**config.mk**
```make
export PLATFORM = sky130hd
export DESIGN_NAME = mio_bus_responder
export DESIGN_NICKNAME = d
export VERILOG_FILES = /design/src/rtl/mio_pkg.sv /design/src/rtl/mio_io_regs.sv /design/src/rtl/mio_bus_responder.sv
export SDC_FILE = /design/constraint.sdc
export NUM_CORES = 1
export LEC_CHECK = 0
export CORE_UTILIZATION = 40
export CTS_CLUSTER_DIAMETER = 200
export DETAILED_ROUTE_END_ITERATION = 6
export GPL_ROUTABILITY_DRIVEN = 0
export PLACE_DENSITY_LB_ADDON = 0.05
export SLEW_MARGIN = 15
export SYNTH_ARGS = -nofsm -noshare
export SYNTH_HDL_FRONTEND = slang
export SYNTH_HIERARCHICAL = 1
export SYNTH_SLANG_ARGS = --single-unit
```
**constraint.sdc**
```tcl
create_clock -name clk -period 2.1 [get_ports clk]
set_input_delay 0.21 -clock clk [delete_from_list [all_inputs] [get_ports clk]]
set_output_delay 0.21 -clock clk [all_outputs]
set_load 0.01 [all_outputs]
```
**src/rtl/mio_pkg.sv**
```systemverilog
// Shared types and address map for the CPU memory/IO bus responder.
package mio_pkg;

    typedef enum logic [2:0] {
        ST_IDLE,
        ST_WAIT,
        ST_ACCESS,
        ST_RDLAT,
        ST_DONE
    } state_e;

    localparam logic [12:0] IO_LED = 13'h1000;
    localparam logic [12:0] IO_SW  = 13'h1004;
    localparam logic [12:0] IO_CNT = 13'h1008;

    localparam int RAM_AW = 10;

endpackage

```
**src/rtl/mio_io_regs.sv**
```systemverilog
// LED register, switch read mux and free-running cycle counter; reads are combinational,
// writes take effect on the strobe edge; no backpressure (strobe is always accepted).
module mio_io_regs
    import mio_pkg::*;
#(
    parameter int CNT_W = 32
) (
    input  logic        clk,
    input  logic        reset,
    input  logic        wr_en,
    input  logic [10:0] waddr,
    input  logic [7:0]  wdata,
    output logic [31:0] rdata,
    input  logic [7:0]  sw_in,
    output logic [7:0]  led_out
);

    logic [7:0]       led_q, led_d;
    logic [CNT_W-1:0] cnt_q, cnt_d;

    always_comb begin
        led_d = led_q;
        cnt_d = cnt_q + CNT_W'(1);
        if (wr_en && waddr == IO_LED[12:2]) led_d = wdata;
        // A clearing write wins over this cycle's increment.
        if (wr_en && waddr == IO_CNT[12:2]) cnt_d = '0;

        rdata = '0;
        if (waddr == IO_LED[12:2]) rdata = {24'h0, led_q};
        if (waddr == IO_SW[12:2])  rdata = {24'h0, sw_in};
        if (waddr == IO_CNT[12:2]) rdata = 32'(cnt_q);
    end

    always_ff @(posedge clk or negedge reset) begin
        if (!reset) begin
            led_q <= '0;
            cnt_q <= '0;
        end else begin
            led_q <= led_d;
            cnt_q <= cnt_d;
        end
    end

    assign led_out = led_q;

endmodule

```
**src/rtl/mio_bus_responder.sv**
```systemverilog
// Bus responder: RAM/IO decode with wait states; ready after WAIT_CYCLES+2 (+RAM_LAT for RAM reads).
// Holds mio_ready until the CPU drops its request; no new access is taken before that.
module mio_bus_responder
    import mio_pkg::*;
#(
    parameter int WAIT_CYCLES = 0,
    parameter int RAM_LAT     = 1,
    parameter int CNT_W       = 32
) (
    input  logic              clk,
    input  logic              reset,
    input  logic              mem_r,
    input  logic              mem_w,
    input  logic [12:0]       addr_in,
    input  logic [31:0]       data_in,
    output logic [31:0]       data_out,
    output logic              mio_ready,
    output logic              ram_en,
    output logic              ram_we,
    output logic [RAM_AW-1:0] ram_addr,
    output logic [31:0]       ram_din,
    input  logic [31:0]       ram_dout,
    input  logic [7:0]        sw_in,
    output logic [7:0]        led_out
);

    state_e      state_q, state_d;
    logic [3:0]  wcnt_q, wcnt_d;
    logic [1:0]  lcnt_q, lcnt_d;
    logic        op_wr_q, op_wr_d;
    logic [10:0] addr_q, addr_d;
    logic [31:0] wdata_q, wdata_d;
    logic [31:0] data_out_q, data_out_d;
    logic        mio_ready_q, mio_ready_d;
    logic        ram_en_q, ram_en_d;
    logic        ram_we_q, ram_we_d;
    logic        io_we;
    logic [31:0] io_rdata;
    logic        addr_unused;

    assign addr_unused = ^addr_in[1:0];

    mio_io_regs #(.CNT_W(CNT_W)) u_io_regs (
        .clk     (clk),
        .reset   (reset),
        .wr_en   (io_we),
        .waddr   (addr_q),
        .wdata   (wdata_q[7:0]),
        .rdata   (io_rdata),
        .sw_in   (sw_in),
        .led_out (led_out)
    );

    always_comb begin
        state_d    = state_q;
        wcnt_d     = wcnt_q;
        lcnt_d     = lcnt_q;
        op_wr_d    = op_wr_q;
        addr_d     = addr_q;
        wdata_d    = wdata_q;
        data_out_d = data_out_q;
        io_we      = 1'b0;

        case (state_q)
            ST_IDLE: begin
                if (mem_r || mem_w) begin
                    op_wr_d = mem_w;
                    addr_d  = addr_in[12:2];
                    if (mem_w) wdata_d = data_in;
                    wcnt_d  = '0;
                    state_d = (WAIT_CYCLES > 0) ? ST_WAIT : ST_ACCESS;
                end
            end
            ST_WAIT: begin
                if (wcnt_q == 4'(WAIT_CYCLES - 1)) state_d = ST_ACCESS;
                else                               wcnt_d  = wcnt_q + 4'd1;
            end
            ST_ACCESS: begin
                if (op_wr_q) begin
                    io_we   = addr_q[10];
                    state_d = ST_DONE;
                end else if (addr_q[10]) begin
                    data_out_d = io_rdata;
                    state_d    = ST_DONE;
                end else begin
                    lcnt_d  = '0;
                    state_d = ST_RDLAT;
                end
            end
            ST_RDLAT: begin
                // The enable cycle already counted as the first latency cycle.
                if (lcnt_q == 2'(RAM_LAT - 1)) begin
                    data_out_d = ram_dout;
                    state_d    = ST_DONE;
                end else begin
                    lcnt_d = lcnt_q + 2'd1;
                end
            end
            ST_DONE: begin
                if (!mem_r && !mem_w) state_d = ST_IDLE;
            end
            default: state_d = ST_IDLE;
        endcase

        ram_en_d    = (state_d == ST_ACCESS) && !addr_d[10];
        ram_we_d    = ram_en_d && op_wr_d;
        mio_ready_d = (state_d == ST_DONE);
    end

    always_ff @(posedge clk or negedge reset) begin
        if (!reset) begin
            state_q     <= ST_IDLE;
            wcnt_q      <= '0;
            lcnt_q      <= '0;
            op_wr_q     <= 1'b0;
            addr_q      <= '0;
            wdata_q     <= '0;
            data_out_q  <= '0;
            mio_ready_q <= 1'b0;
            ram_en_q    <= 1'b0;
            ram_we_q    <= 1'b0;
        end else begin
            state_q     <= state_d;
            wcnt_q      <= wcnt_d;
            lcnt_q      <= lcnt_d;
            op_wr_q     <= op_wr_d;
            addr_q      <= addr_d;
            wdata_q     <= wdata_d;
            data_out_q  <= data_out_d;
            mio_ready_q <= mio_ready_d;
            ram_en_q    <= ram_en_d;
            ram_we_q    <= ram_we_d;
        end
    end

    assign data_out  = data_out_q;
    assign mio_ready = mio_ready_q;
    assign ram_en    = ram_en_q;
    assign ram_we    = ram_we_q;
    assign ram_addr  = addr_q[RAM_AW-1:0];
    assign ram_din   = wdata_q;

endmodule

```
==> results.json <==
{
  "yosysMostFrequentCell": "dfrtp_1",
  "end_kind": "register",
  "grt_pass1_vias": 4988,
  "initial_core_util_pct": 40.74,
  "muxShareOfSynthArea_pct": 22.41,
  "p_sw_share_pct": 28.11,
  "drc": 0,
  "drv_cap": 0,
  "crit_buf_inv": 2,
  "power.switching_w": 0.003071,
  "avgSynthCellArea_um2": 12.23,
  "synth-compound-area-share_pct": 5.880,
  "via_per_inst": 5.056,
  "yosys.area_share.simple_pct": 14.90,
  "timing.slew.headroom_pct": 65.61,
  "rows": 46,
  "io_pins": 174,
  "p_leak_nw": 3.958,
  "power.share.sequential_pct": 33.4,
  "synthFlopType": "dfrtp_1",
  "first_pass_iters": 7,
  "yosysTopAreaCell": "dfrtp_1",
  "clock_skew_ns": 0.009912,
  "root_buffer": "clkbuf_16",
  "synthDominantCellAreaShare_pct": 49.68,
  "powerDensity_nw_per_um2": 1184,
  "cts_tree": "built",
  "holdWs_ns": 0.3203,
  "fin_crit_ns": 2.034,
  "clkPwrFrac_pct": 30.8,
  "synth_top_family_by_area": "multiplexers",
  "fmax_mhz": 491.5,
  "hpwl_um": 10910,
  "synthTopCellsByArea": "dfrtp_1 (50%), mux2_2 (18%), and2_1 (2.5%), mux2_4 (2.3%), nor2_1 (2.1%)",
  "syn2layout_area_growth_pct": 43.10,
  "cts_buffer_depth": 2,
  "netlist_top_cells_count": "dfrtp_1 (128), mux2_2 (104), nor2_1 (36)",
  "fin_nets": 807,
  "rsz0062_at_grt": "true",
  "finalSetupViolCount": 0,
  "diodes": 0,
  "arrival_ns": 2.38,
  "path_clk_slew_ns": 0.06,
  "yosys.area_share.adder_pct": 0.5822,
  "synthesis.instances": 527,
  "vias": 4773,
  "status": "finished, final reports clean",
  "clk-insertion-delay-late_ns": 0.42,
  "cp-start-kind": "register",
  "async_flop_share_pct": 100.0,
  "path_cells": "ha_1 > inv_1 > or4_1 > buf_6 > or4_4 > a21oi_2",
  "port_buffers": 171,
  "detail-route-antenna-nets": 0,
  "coreArea_um2": 15830,
  "critical_path.max_stage_delay_ns": 0.55,
  "synth_edf_count": 0,
  "ys_warn_count": 6,
  "tightest_slew_ns": 0.5159,
  "grt_max_degree": 55,
  "routed_wl_um": 15010,
  "preCtsSetupSlack_ns": 0.02823,
  "drt_first_iter_violations": 162,
  "final_util_pct": 58.29,
  "hold_viol_final": 0,
  "internal_power_w": 0.007851,
  "syn_nets": 619,
  "drive_gt1_share_pct": 28.43,
  "critical_path.max_fanout": 16,
  "finalMaxSlewViolations": 0,
  "power_w": 0.01092,
  "cts_made_buffers": 17,
  "cp_data_required_time_ns": 2.45,
  "routedWlPerCell_um": 15.90,
  "cts_num_sinks": 128,
  "netlist_area_um2": 6447,
  "synth-xor-area-share_pct": 1.766,
  "die_y_um": 129.0,
  "path_class": "register to register",
  "setup_slack_ns": 0.06556,
  "synth-seq-area-share_pct": 49.68,
  "h-tree-depth": 4,
  "post-route-period-util_pct": 96.88,
  "cp_slowest_cell": "or4_1",
  "hp-class": "input port to asynchronous set/reset pin",
  "crit_family": "simple AND/OR/NAND/NOR gates",
  "antenna_found_initial": 0,
  "ys_types": 57,
  "gr-usage-all-layers_pct": 19.17,
  "fp.dieW_um": 129.0,
  "post_cts_buffers": 0,
  "combinationalPowerShare_pct": 35.7,
  "vdd_drop_max_uv": 631.7,
  "synth-seq-cells": 128,
  "grt-ovfl-total": 0,
  "dieArea_um2": 16630,
  "grt_pass1_wl_um": 24580
}
## cell families after synthesis
kind of cell	after synthesis
AOI/OAI and AO/OA	56
buffers and inverters	47
and+or+nand+nor	154
muxes	126
adders and majority gates	3
xor gates and xnor gates	13
DFF	128
## sequential cells by signal, indices dropped and copies added, names as in the netlist
name               cells
lcnt_q                 2
wcnt_q                 4
mio_ready              1
ram_we                 1
state_q                3
op_wr_q                1
addr_q                11
data_out              32
ram_en                 1
u_io_regs/led_out      8
ram_din               32
u_io_regs/cnt_q       32
## stage by stage
stage               instance area [um2]  setup TNS (ns)  std cells
floorplan                          6447               0        527
global placement                   8509               0        911
detailed placement                 8509               0        911
CTS                                9198               0        944
global route                       9226        -0.02020        944
finish                             9226               0        944
## layout by cell type (no fill, tap or decap), types with 4 or more instances in the layout
cell	n
or4_1	13
mux2i_1	9
a21oi_1	21
o31ai_1	14
mux2_2	104
nor2_1	36
or3_1	7
buf_4	28
xor2_1	5
nand2_1	12
dfrtp_1	128
clkinv_2	4
xnor2_1	8
nand4_1	10
clkbuf_16	17
or4_4	4
o21ai_0	4
buf_12	6
nor3_1	5
and2_1	26
bufinv_16	6
clkdlybuf4s50_1	170
nand3_1	10
mux2_4	10
inv_1	8
## final timing paths
path                                                   start                            end  slack (ns)  cells after the start
worst max-delay path            u_io_regs/cnt_q[1]$_DFF_PN0_  u_io_regs/cnt_q[22]$_DFF_PN0_        0.07                      6
worst min-delay path                                   reset       data_out[30]$_DFFE_PN0P_        0.32                      2
worst max register to register  u_io_regs/cnt_q[1]$_DFF_PN0_  u_io_regs/cnt_q[22]$_DFF_PN0_        0.07                      6
worst min register to register         lcnt_q[1]$_DFFE_PN0P_          lcnt_q[1]$_DFFE_PN0P_        0.49                      1
max in group asynchronous                              reset        data_out[1]$_DFFE_PN0P_        1.07                      3
min in group clk                                  data_in[9]         ram_din[9]$_DFFE_PN0P_        0.39                      2
## area by class of cell
cell class                      instances  area (um2)
Inverter                                8       30.03
Multi-Input combinational cell        352        2969
Clock buffer                           21       470.5
Clock inverter                         11       207.7
Fill cell                            1320        6601
Timing Repair Buffer                  208        2076
Tap cell                              216       270.3
Sequential cell                       128        3203
## power groups by stage
stage	sequential, W	combinational, W	clock (W)
final	0.00365	0.00390	0.00337
after floorplan	0.00385	0.00195	0
after detailed placement	0.00369	0.00393	0
after global placement	0.00366	0.00387	0
after CTS	0.00366	0.00395	0.00345
after global routing	0.00376	0.00420	0.00355
## metal layers
metal	track usage (%)	share of wire (%)	vias to the layer above
li1	-	-	2278
met1	22.08	42	2337
met2	32.15	49	140
met3	8.399	8.0	18
met4	5.882	1.2	0
met5	0	0	-
## timing repair
| item | in CTS | in global routing |
|---|---|---|
| hold buffers | 1 | 0 |
| gates resized for setup | 0 | 6 |
| endpoints found under the hold margin | 51 | 0 |
| setup endpoints to repair | 0 | 41 |
## worst register-to-register path: stages, from the launching register on
cell and delay, ns:
dfrtp_1 0.35, ha_1 0.17, inv_1 0.05, or4_1 0.55, buf_6 0.18, or4_4 0.52
a21oi_2 0.14
Note: power is estimated with default switching activity, not from simulation.
==> edit 1: new RTL, same settings <==
The package constant `RAM_AW` goes from 10 to 11.
--- a/src/rtl/mio_pkg.sv
+++ b/src/rtl/mio_pkg.sv
@@ -13,7 +13,7 @@
     localparam logic [12:0] IO_SW  = 13'h1004;
     localparam logic [12:0] IO_CNT = 13'h1008;
 
-    localparam int RAM_AW = 10;
+    localparam int RAM_AW = 11;
 
 endpackage
 
Ports: changed (resized ram_addr); port bits go from 174 to 175. No check against the original RTL was run, so the function may have changed too.
==> edit 1 against the unedited design <==
Area after synthesis is 1.2% lower. First-iteration DRC count grew 6.2%. Non-clock buffer count up 4. Synthesized cell count is 1.9% lower. Sequential cell count unchanged. Count of clock-buffer cells in the layout stayed put. Worst setup slack worse by 12 ps. Clock power decreased by 17%. Final area shrank 0.65%. Total power is 5.0% lower. Worst hold slack improved by 45 ps. Routed wire length shrank 0.94%. Utilization is 1.3 points higher.
==> edit 1: results (changes against the unedited design) <==
* Post-Route WL at 14.9 mm (-0.94%)
* Post-Place Cells at 910 (-0.11%)
* Final #Nets at 811 (+0.50%)
* Most instantiated cells after synthesis: 128 x dfrtp_1, 104 x mux2_2, 36 x nor2_1, 26 x and2_1, 21 x a21oi_1
* Xor and xnor fraction of the mapped netlist area at 0.0179 (+0.000208)
* Synth area leaders: dfrtp_1 50%, mux2_2 18%, and2_1 2.6%, mux2_4 2.4%, nor2_1 2.1%
* Cts bufs inserted at 17 (unchanged)
* All-Layer GR Usage at 0.194 (+0.00194)
* Sequential fraction of the synthesis area at 0.503 (+0.00585)
* Via Count at 4821 (+1.0%)
* # port buffers at 172 (+0.58%)
* Synth Area in Adders at 0.00589 (+0.0000686)
* Syn_area_per_cell at 12.3 um^2 (+0.75%)
* Setup crit start: u_io_regs/cnt_q[0]
* Async set or reset register ratio after synthesis at 1.00 (unchanged)
* Initial DRT Pass Iterations at 4 (-3)
* Final Skew at 5.00 ps (-4.92 ps)
* Routed len/inst at 15.8 um (-0.83%)
* Postcts setup bufs at 0 (unchanged)
* Hold slack at 365 ps (+45.0 ps)
* Status: completed
* CTS Buffer Depth at 2 (unchanged)
* Post-DP HPWL at 10.5 mm (-3.4%)
* Ys Warns at 6 (unchanged)
* Clk root buf: clkbuf_16
* Synth Area in Compound Gates at 0.0595 (+0.000693)
* Initial antenna violation count at 0 (unchanged)
* 1st-iter DRT viols at 172 (+6.2%)
* Sw frac at 0.298 (+0.0171)
* Crit path arrival time at 2390 ps
* GR met1 Demand/Resource at 0.236 (+0.0148)
* Clk Latency, worst-skew pair at 410 ps
* Pin count of the biggest net entering global routing at 63 (+15%)
* Crit-path slowest cell: or4_4
* Met3 GRT Util at 0.0726 (-0.0114)
* Syn nets at 609 (-1.6%)
* Grt met2 use at 0.314 (-0.00795)
* Fraction of layout cells with a size suffix above 1 at 0.292 (+0.00801)
* Vias in the first global route at 5039 (+1.0%)
* Top delay family on crit path: simple AND/OR/NAND/NOR gates
* Fill cells at 1294 (-2.0%)
* Clock H-tree levels at 4 (unchanged)
* Mux share of post-synthesis cell area at 0.227 (+0.00264)
* Crit path to: u_io_regs/cnt_q[28]
* First-pass GRT wire length at 24.7 mm (+0.45%)
* P_leak at 3.93 nW (-0.73%)
* Worst vdd ir at 812 uV (+29%)
* Synth cell types at 57 (unchanged)
* Worst slew pin tran at 620 ps (+104 ps)
edit 1: cell types whose count changed in the layout (fill, tap and decap cells not counted), moves of 2 or more:
cell	before	now
buf_6	3	1
buf_4	28	31
clkinv_2	4	7
clkinvlp_4	1	3
buf_12	6	8
bufinv_16	6	1
edit 1: cells by family (layout without fill, tap and decap cells):
logic type	count (synthesis)	after routing
adder cells (fa/ha/maj)	3	3
AND/OR/NAND/NOR	154	154
flip-flops	128	128
AO/OA/AOI/OAI	56	56
XOR/XNOR	13	13
buffers and inverters	37	252
multiplexers	126	126
edit 1: power groups by stage:
stage                     Combinational (W)  Sequential, W  Clock, W
after floorplan                     0.00176        0.00391         0
after global placement              0.00392        0.00363         0
after detailed placement            0.00396        0.00367         0
after CTS                           0.00398        0.00364   0.00289
after global routing                0.00424        0.00375   0.00299
final                               0.00394        0.00364   0.00280
edit 1: stage by stage:
stage / util / worst slack (ps) / area (um^2)
5_1_grt: 0.596 / -3.17 / 9170
3_3_place_gp: 0.557 / 30.5 / 8560
2_1_floorplan: - / 11.8 / 6370
3_5_place_dp: 0.557 / -6.31 / 8560
6_report: 0.596 / 53.6 / 9170
4_1_cts: 0.595 / 5.29 / 9140
edit 1: timing repair:
action | 4_1_cts | 5_1_grt
endpoints found under the setup margin | 8 | 33
gates resized for setup | 1 | 5
hold endpoints to repair | 60 | 0
hold buffers | 1 | 0
edit 1: per-layer routing:
layer  part of all wire  vias up
met5                  0        -
met4              0.016        0
met1               0.43     2374
met2               0.48      143
met3              0.069       21
li1                   -     2283
edit 1: final cells by class:
class	count	area [um^2]	share of cell area
clock buffers	21	480	0.0524
clock inverters	11	87.6	0.00956
inverters	8	30.0	0.00328
multi-input cells	352	2980	0.325
flip-flops and latches	128	3200	0.349
well taps	211	264	0.0288
repair buffers	212	2130	0.232
==> edit 2: new RTL, config.mk and constraints unchanged <==
Without the edit above. Make the reset (`reset`) synchronous in 2 clocked blocks.
--- a/src/rtl/mio_io_regs.sv
+++ b/src/rtl/mio_io_regs.sv
@@ -31,7 +31,7 @@
         if (waddr == IO_CNT[12:2]) rdata = 32'(cnt_q);
     end
 
-    always_ff @(posedge clk or negedge reset) begin
+    always_ff @(posedge clk) begin
         if (!reset) begin
             led_q <= '0;
             cnt_q <= '0;
--- a/src/rtl/mio_bus_responder.sv
+++ b/src/rtl/mio_bus_responder.sv
@@ -107,7 +107,7 @@
         mio_ready_d = (state_d == ST_DONE);
     end
 
-    always_ff @(posedge clk or negedge reset) begin
+    always_ff @(posedge clk) begin
         if (!reset) begin
             state_q     <= ST_IDLE;
             wcnt_q      <= '0;
Behaviour: differs if reset is asserted again (counterexample within 4 cycles, from zero or initial values and one cycle with reset low); with reset held inactive, the same outputs for 10 cycles.
==> edit 2 against the unedited design <==
The flow now finishes with violations (setup timing). Non-clock buffer count up 18. Sequential power fell by 19%. Sequential cell count stayed put. Area after synthesis decreased by 8.5%. Clock skew shrank 4.9 ps. Final cell count is 15% higher. Total power is 21% lower. Final area fell by 4.1%. Worst setup slack worse by 170 ps. First-iteration DRC count rose by 130%. Sequential share of layout area shrank 5.7 points. Routed wire length up 19%. Synthesized cell count rose by 33%. Critical path type unchanged. Critical endpoint is now u_io_regs/cnt_q[28]. Largest cell class is now multi-input combinational cells. Largest power group is now clock. Highest routed layer unchanged.
==> edit 2: results (changes against the unedited design) <==
* Async set or reset register ratio after synthesis at 0 (-1.00)
* Synth area leaders: dfxtp_1 43%, nand2_1 9.0%, nand3_1 6.6%, o211a_1 5.4%, a21boi_0 5.2%
* First-pass GRT wire length at 26.6 mm (+8.2%)
* Post-DP HPWL at 12.1 mm (+11%)
* CP Max Fanout at 8 (-8)
* Post-Route WL at 17.9 mm (+19%)
* Final Setup Violations at 40 (+40)
* Fraction of layout cells with a size suffix above 1 at 0.140 (-0.144)
* Sequential fraction of the synthesis area at 0.434 (-0.0625)
* All-Layer GR Usage at 0.229 (+0.0376)
* Via density at 5.23 (+3.5%)
* Final Skew at 5.05 ps (-4.86 ps)
* Initial antenna violation count at 1 (+1)
* Comb power at 0.00259 W (-34%)
* Clk root buf: clkbuf_16
* Routed len/inst at 16.5 um (+3.6%)
* R2r startpoint: addr_q[6]
* Setup ws final at -101 ps (-167 ps)
* Pin count of the biggest net entering global routing at 65 (+18%)
* Vias in the first global route at 5448 (+9.2%)
* Failing checks: setup timing
* P_leak at 3.52 nW (-11%)
* Gate power share at 0.301 (-0.056)
* Post-synth top flop: dfxtp_1
* Most instantiated cells after synthesis: 142 x nand2_1, 128 x dfxtp_1, 78 x nand3_1, 41 x a21boi_0, 32 x o211a_1
* Int Pwr at 0.00605 W (-23%)
* Status: finished with violations
* Worst vdd ir at 680 uV (+7.7%)
* DP Worst Slack at -73.5 ps (-102 ps)
* Synth cell types at 48 (-16%)
* Syn nets at 793 (+28%)
* Crit path arrival time at 2490 ps (+110 ps)
* Worst slew pin tran at 488 ps (-28.1 ps)
* 1st-iter DRT viols at 369 (+130%)
* Post-Synthesis Cells at 701 (+33%)
[edit 2: changes by cell type after synthesis, moves of 10 or more]
| cell | before | now |
|---|---|---|
| mux2_2 | 104 | 1 |
| o211a_1 | 0 | 32 |
| nand2_1 | 12 | 142 |
| dfrtp_1 | 128 | 0 |
| mux2_4 | 10 | 0 |
| clkbuf_1 | 10 | 29 |
| a21boi_0 | 0 | 41 |
| buf_2 | 4 | 17 |
| dfxtp_1 | 0 | 128 |
| nand3_1 | 10 | 78 |
| nor2_1 | 36 | 24 |
[edit 2: metal layers]
metal,share of wire,track usage,vias to the layer above
met5,0,0,-
met2,0.50,0.397,166
li1,-,-,2811
met1,0.42,0.257,2669
met3,0.052,0.0567,30
met4,0.030,0.127,0
[edit 2: worst max-delay path by stage]
stage	start	to	slack, ps	cells past startpoint
after floorplan	state_q[0]	u_io_regs/led_out[0]	-10	9
after global placement	addr_q[2]	data_out[0]	-70	7
after detailed placement	addr_q[2]	data_out[0]	-70	7
after CTS	addr_q[2]	u_io_regs/cnt_q[31]	-40	7
after global routing	addr_q[6]	u_io_regs/cnt_q[31]	-130	7
final	addr_q[6]	u_io_regs/cnt_q[28]	-100	7
[edit 2: cells by family (layout without fill, tap and decap cells)]
group | count (synthesis) | after routing | share of synthesized area
xor+xnor | 18 | 18 | 0.0267
compound gates | 129 | 129 | 0.169
other cells | 0 | 1 | 0
buf+inv | 67 | 266 | 0.0528
simple gates | 339 | 339 | 0.282
fa+ha+maj | 3 | 3 | 0.00636
mux | 17 | 17 | 0.0290
flops | 128 | 128 | 0.434
[edit 2: stage by stage]
stage	TNS, ps	cell area, um^2	utilization
floorplan	-79.1	5940	-
CTS	-576	8670	0.599
global placement	-78.6	7980	0.551
global route	-5340	8850	0.611
finish	-2430	8850	0.611
detailed placement	-436	7980	0.551
[edit 2: repair_timing]
action	in CTS	in global routing
gates cloned	2	4
setup endpoints to repair	41	48
gates resized for setup	9	37
endpoints found under the hold margin	0	0
pin swaps	1	11
hold buffers	0	0
buffers inserted	2	4
[edit 2: cell type report]
cell class | instances | area, um^2 | share of cell area
well taps | 184 | 230 | 0.0260
diodes | 1 | 2.50 | 0.000283
multi-input cells | 506 | 3170 | 0.358
repair buffers | 226 | 2240 | 0.253
inverters | 8 | 30.0 | 0.00339
clock inverters | 12 | 165 | 0.0187
clock buffers | 20 | 447 | 0.0505
flip-flops and latches | 128 | 2560 | 0.290
[edit 2: worst max-delay path, cell delays in order, from the launching register on]
cell     delay (ps)
dfxtp_2         310
or4b_4          540
or3_4           420
buf_8           170
o31ai_4         280
buf_4           170
buf_6           140
a21oi_1          50
